## src/rtl/core_run_ctrl.sv

```systemverilog
// core_run_ctrl: single clock-enable controller with divider, HALT/RUN/STEP/BURST modes and PC breakpoints
module core_run_ctrl #(
  parameter int DIV_W   = 8,
  parameter int NUM_BP  = 4,
  parameter int PC_W    = 32,
  parameter int BURST_W = 16
) (
  input  logic                   clk,
  input  logic                   rst,
  input  logic [DIV_W-1:0]       div_ratio,
  input  logic [1:0]             mode,
  input  logic                   step_btn,
  input  logic                   resume,
  input  logic [BURST_W-1:0]     burst_len,
  input  logic [NUM_BP-1:0]      bp_en,
  input  logic [NUM_BP*PC_W-1:0] bp_addr,
  input  logic [PC_W-1:0]        pc,
  output logic                   cpu_ce,
  output logic                   halted,
  output logic [NUM_BP-1:0]      bp_hit,
  output logic [1:0]             state,
  output logic [31:0]            retired_cnt
);
  typedef enum logic [1:0] {HALT, RUN, STEP, BURST} state_t;
  state_t st, nxt;
  logic [DIV_W-1:0] div_cnt;
  logic [BURST_W-1:0] burst_rem;
  logic step_q, skip, tick, step_rise, bp_fire, run_like, leave;
  logic [NUM_BP-1:0] match;
  for (genvar i = 0; i < NUM_BP; i++) begin : g_bp
    assign match[i] = bp_en[i] && pc == bp_addr[i*PC_W +: PC_W];
  end
  assign tick      = div_cnt >= div_ratio;
  assign step_rise = step_btn && !step_q;
  assign bp_fire   = |match && !skip;
  assign run_like  = st == RUN || st == BURST;
  assign cpu_ce    = !rst && mode != 2'd0 && tick && (st == STEP || (run_like && !bp_fire));
  assign leave     = st == HALT && nxt != HALT;
  assign state     = st;
  always_comb
    nxt = st == HALT ? (mode == 2'd1 && resume ? RUN :
                        mode == 2'd3 && resume && burst_len != '0 ? BURST :
                        mode == 2'd2 && step_rise ? STEP : HALT) :
          (mode == 2'd0 || (run_like && tick && bp_fire) ||
           (cpu_ce && (st == STEP || (st == BURST && burst_rem == BURST_W'(1))))) ? HALT : st;
  always_ff @(posedge clk)
    if (rst) begin
      st          <= HALT;
      halted      <= 1'b1;
      bp_hit      <= '0;
      retired_cnt <= '0;
      div_cnt     <= '0;
      step_q      <= 1'b0;
      burst_rem   <= '0;
      skip        <= 1'b0;
    end else begin
      st      <= nxt;
      halted  <= nxt == HALT;
      div_cnt <= tick ? '0 : div_cnt + DIV_W'(1);
      step_q  <= step_btn;
      if (cpu_ce) begin
        retired_cnt <= retired_cnt + 32'd1;
        skip        <= 1'b0;
      end
      if (leave) begin
        bp_hit <= '0;
        skip   <= 1'b1;
      end
      if (leave && nxt == BURST) burst_rem <= burst_len;
      else if (st == BURST && cpu_ce) burst_rem <= burst_rem - BURST_W'(1);
      if (run_like && mode != 2'd0 && tick && bp_fire) bp_hit <= bp_hit | match;
    end
endmodule
```

## config.mk

```make
export PLATFORM = sky130hd
export DESIGN_NAME = core_run_ctrl
export DESIGN_NICKNAME = d
export VERILOG_FILES = /design/src/rtl/core_run_ctrl.sv
export SDC_FILE = /design/constraint.sdc
export NUM_CORES = 1
export LEC_CHECK = 0
export CAP_MARGIN = 5
export CORE_MARGIN = 2
export CORE_UTILIZATION = 46
export CTS_BUF_LIST = sky130_fd_sc_hd__clkbuf_4 sky130_fd_sc_hd__clkbuf_8
export DETAILED_ROUTE_END_ITERATION = 12
export PLACE_DENSITY = 0.86
export SLEW_MARGIN = 20
export SYNTH_ARGS = -nofsm -noshare
export SYNTH_HDL_FRONTEND = slang
export SYNTH_SLANG_ARGS = --single-unit
```

## constraint.sdc

```tcl
create_clock -name clk -period 11.4 [get_ports clk]
set_input_delay 3.42 -clock clk [delete_from_list [all_inputs] [get_ports clk]]
set_output_delay 3.42 -clock clk [all_outputs]
set_load 0.05 [all_outputs]
```

# Yosys cells after proc, flatten, opt, wreduce, memory -nomap -nowiden
# Cells that the tools add are included.
# op_classes
magnitude_cmp,1
reduce_logical,44
muxes,11
eq_ne,12
addsub,3
n_bitwise,1
# ops
cell,count
== test 32 bit,4
adder 32 x 1 -> 32 bit (second input constant),1
two-way mux 16 bit,2
logical AND 1 bit,24
== test 16 x 1 -> 1 bit (second input constant),1
nonzero test 16 bit,1
subtractor 16 x 1 -> 16 bit (second input constant),1
== test 2 bit (second input constant),5
two-way mux 2 bit,5
nonzero test 2 bit,5
adder 8 x 1 -> 8 bit (second input constant),1
greater-or-equal comparator 8 bit,1
two-way mux 4 bit,2
logical NOT 2 bit,3
logical OR 1 bit,5
== test 2 x 1 -> 1 bit (second input constant),2
logical NOT 1 bit,4
bitwise OR 4 bit,1
OR reduction 4 bit,1
two-way mux 1 bit,2
OR reduction 2 bit,1
# totals
register_bits,65
out_inout_bits,40

# Longest topological paths before layout
# logic_depth
word_depth,16
mapped_depth,12
ltp_nobuf,10

# Least setup slack after synthesis
# No wires, ideal clock.
# synth_path
path_kind,input port to output port
start,input port pc[25]
end,output port cpu_ce
arrival_ns,5.509
stages,10
n_path_buf,3
required_ns,7.980
slack_ns,2.471
path_cell_list,buf_2 xor2_1 nor4_1 nand4_1 or3_1 a41o_1 nand3_1 buf_2 buf_2 inv_1
# synth_via
elab_chain_cells,8
# synth_rtl
item,line,text
from (decl),17,"input logic [PC_W-1:0] pc,"
== test 32 bit,31,assign match[i] = bp_en[i] && pc == bp_addr[i*PC_W +: PC_W];
logical AND 1 bit,31,
OR reduction 4 bit (*),35,assign bp_fire = |match && !skip;
logical AND 1 bit (*),35,
logical NOT 1 bit (*),37,assign cpu_ce = !rst && mode != 2'd0 && tick && (st == STEP || (run_like && !bp_fire));
logical AND 1 bit (*),37,
logical OR 1 bit (*),37,
logical AND 1 bit (*),37,
to (decl),18,"output logic cpu_ce,"
# Mark *: on every way between the ends. The rest lies on a longest branch, timed or not.

# Worst setup path in the final report
# layout_path
start,input port pc[22]
end,output port cpu_ce
# The elaborated chain is that of the path after synthesis.

==> out/metrics.cfg <==
[run_status]
status = finished clean

[sta]
slew_headroom_pct = 26.8
worst_slew_pin_slew_ns = 1.09
fin_hold_ws_ns = 0.473
fmax_mhz = 99.9
slew_viol_final = 0
skew_ns = 0.00827
finalCriticalPeriod_ns = 10.01
fin_crit_sh_pct = 87.8
finalHoldViolations = 0
setup_viol = 0
tns_ns = 0
rsz0062_at_grt = no

[yosys]
synth_edf_count = 0
yosys.area.top_type = dfxtp_1
syn_area_per_cell_um2 = 8.29
syn_area_um2 = 4890
syn_inst = 590
yosysMostFrequentCell = xor2_1
synth_warnings = 0
synth_ff_type = dfxtp_1
ys_seq_area_share_pct = 26.6
yosysTopAreaCellShare_pct = 26.6
yosys-top-cells-area = dfxtp_1 (27%), xor2_1 (18%), xnor2_1 (6.4%)
synth_cell_types = 56
synth_common_cells = xor2_1 (102), dfxtp_1 (65), nor2_1 (37), xnor2_1 (36), nor4_1 (34)
ys_ff_latch = 65
synth-async-reset-ratio_pct = 0
syn-num-nets = 796

[critical_path]
r2r_start = div_cnt[0]
cpPeakStageDelay_ns = 0.70
crit_path_end_kind = output port
critical_path_arrival_ns = 6.59
crit_path_top_delay_cell = clkdlybuf4s50_1
worstPathCellList = clkdlybuf4s50_1 -> xor2_1 -> nor4_1 -> nand3_1 -> or3_1 -> a41o_1 -> nand3_1 -> inv_1 -> clkdlybuf4s50_1
path_class = in -> out
crit_path_start = pc[22]
startpoint_type = primary input
r2r_slack_ns = 8.08
worstPathMaxFanout = 4
worstPathRequired_ns = 7.98

[clock_tree]
insertion_delay_ns = 0.34
cts_resized = 0
cts_tree = done
cts.sinks = 65
clock_tree.root_cell = clkbuf_8
cts_setup_buffers = 0
cts_buffer_depth = 2
cts_made_buffers = 9
hold_buffers = 0
clk_pin_slew_ns = 0.07
h-tree-depth = 3

[global_routing]
gr-total-overflow = 0
grt_antenna_before_repair = 0
grt_pass1_vias = 5455
grt_pass1_wl_um = 28900
grt.total_usage_pct = 32.2
grt_start_max_net_pins = 57

[placement]
numPortBuffers = 233
place_congestion = 0.948
hpwlAfterDp_um = 15300

[die]
dieArea_um2 = 11500
rows = 37
die_h_um = 107
die_w_um = 107
start_util_pct = 47.4
coreArea_um2 = 10300
pin_count = 234

[run]
maxCapViolCount = 0

[pwr]
pwr-share-clk_pct = 37.5
swShare_pct = 26.6
seqPwrFrac_pct = 36.3
p_int_mw = 0.482
power_switching_mw = 0.174
ir_drop_uv = 77.0
power.leakage_nw = 2.71
combinationalPowerShare_pct = 26.2
pwr_density_cell_nw_per_um2 = 86.6

[worst_hold_path]
hp-class = reg -> reg
min-delay-start = skip

[layout]
drive_gt1_share_pct = 4.88
areaGrowthSynthToFinish_pct = 54.8
layout.nets = 1021
antenna_cells = 0
fill_cells = 804

[detailed_routing]
drc = 0
ant_nets = 0
drt_wl_total_um = 18900
vias = 5487
drtIter0Drc = 376
wl_per_cell_um = 19.8
drt-vias-per-instance = 5.74
drt-pass1-iter-count = 4

-- state kept, by name (all words and copies together), names as in the netlist --
name	count
halted	1
retired_cnt	32
step_q	1
skip	1
bp_hit	4
burst_rem	16
div_cnt	8
state	2
-- cells in the final DEF (no fill, tap or decap), drive strengths merged, types with 3 or more instances in the layout --
| cell type | n |
|---|---|
| dfxtp | 65 |
| o21a | 4 |
| nand3 | 24 |
| xor2 | 102 |
| nand4 | 16 |
| or4 | 21 |
| nand2 | 26 |
| a211oi | 3 |
| nand3b | 4 |
| nor3 | 10 |
| a21o | 4 |
| o41ai | 4 |
| clkdlybuf4s50 | 232 |
| a311oi | 9 |
| nor2 | 37 |
| o21ai | 13 |
| or3 | 18 |
| mux2i | 4 |
| and3 | 10 |
| xnor2 | 36 |
| clkbuf | 10 |
| buf | 4 |
| a21oi | 32 |
| inv | 23 |
| o31ai | 21 |
| a21bo | 3 |
| nor4 | 35 |
| ha | 12 |
| and4 | 4 |
| bufinv | 3 |
-- per-stage QoR --
step / utilization [%] / total power, mW / worst slack, ns / std cells / cell area, µm²
5_1_grt: 73.3 / 0.678 / 1.32 / 956 / 7570
3_5_place_dp: 70.9 / 0.412 / 1.43 / 940 / 7320
4_1_cts: 73.3 / 0.657 / 1.41 / 956 / 7570
6_report: 73.3 / 0.656 / 1.39 / 956 / 7570
2_1_floorplan: - / 0.311 / 2.47 / 590 / 4890
3_3_place_gp: 70.9 / 0.408 / 1.47 / 940 / 7320
-- worst max-delay path, delay by kind of cell --
family	cells	cell delay, ns
simple gates	4	1.32
compound gates	1	0.28
buf+inv	3	1.33
xor+xnor	1	0.23
-- per-layer routing --
| layer | share of wire, % | vias up | track usage (%) |
|---|---|---|---|
| li1 | - | 2630 | - |
| met1 | 42 | 2616 | 39.8 |
| met2 | 49 | 217 | 57.2 |
| met3 | 6.7 | 24 | 6.63 |
| met4 | 1.9 | 0 | 7.51 |
| met5 | 0 | - | 0 |
-- layout make-up --
cell class,count,area [µm²],share of cell area (%)
Inverter,23,86.3,1.14
Clock buffer,10,138,1.82
Timing Repair Buffer,236,2350,31.0
Sequential cell,65,1300,17.2
Multi-Input combinational cell,480,3410,45.1
Clock inverter,6,115,1.52
Tap cell,136,170,2.25
-- power groups by stage --
| stage | registers (mW) | clock network (mW) | logic, mW |
|---|---|---|---|
| detailed placement | 0.243 | 0 | 0.169 |
| global placement | 0.243 | 0 | 0.165 |
| finish | 0.238 | 0.246 | 0.172 |
| global route | 0.239 | 0.256 | 0.183 |
| floorplan | 0.245 | 0 | 0.0657 |
| CTS | 0.238 | 0.248 | 0.170 |
-- final timing paths --
| path | to | cells past startpoint |
|---|---|---|
| worst min-delay path | skip | 2 |
| worst min register to register | skip | 2 |
| worst max register to register | burst_rem[14] | 11 |
| worst max-delay path | cpu_ce | 9 |
-- cell families after synthesis --
group           share of synthesized area [%]
mux                                     0.819
simple gates                             25.5
buf+inv                                  3.66
flops                                    26.6
compound gates                           15.6
fa+ha+maj                                3.07
xor+xnor                                 24.7
(Power assumes the default switching activity.)
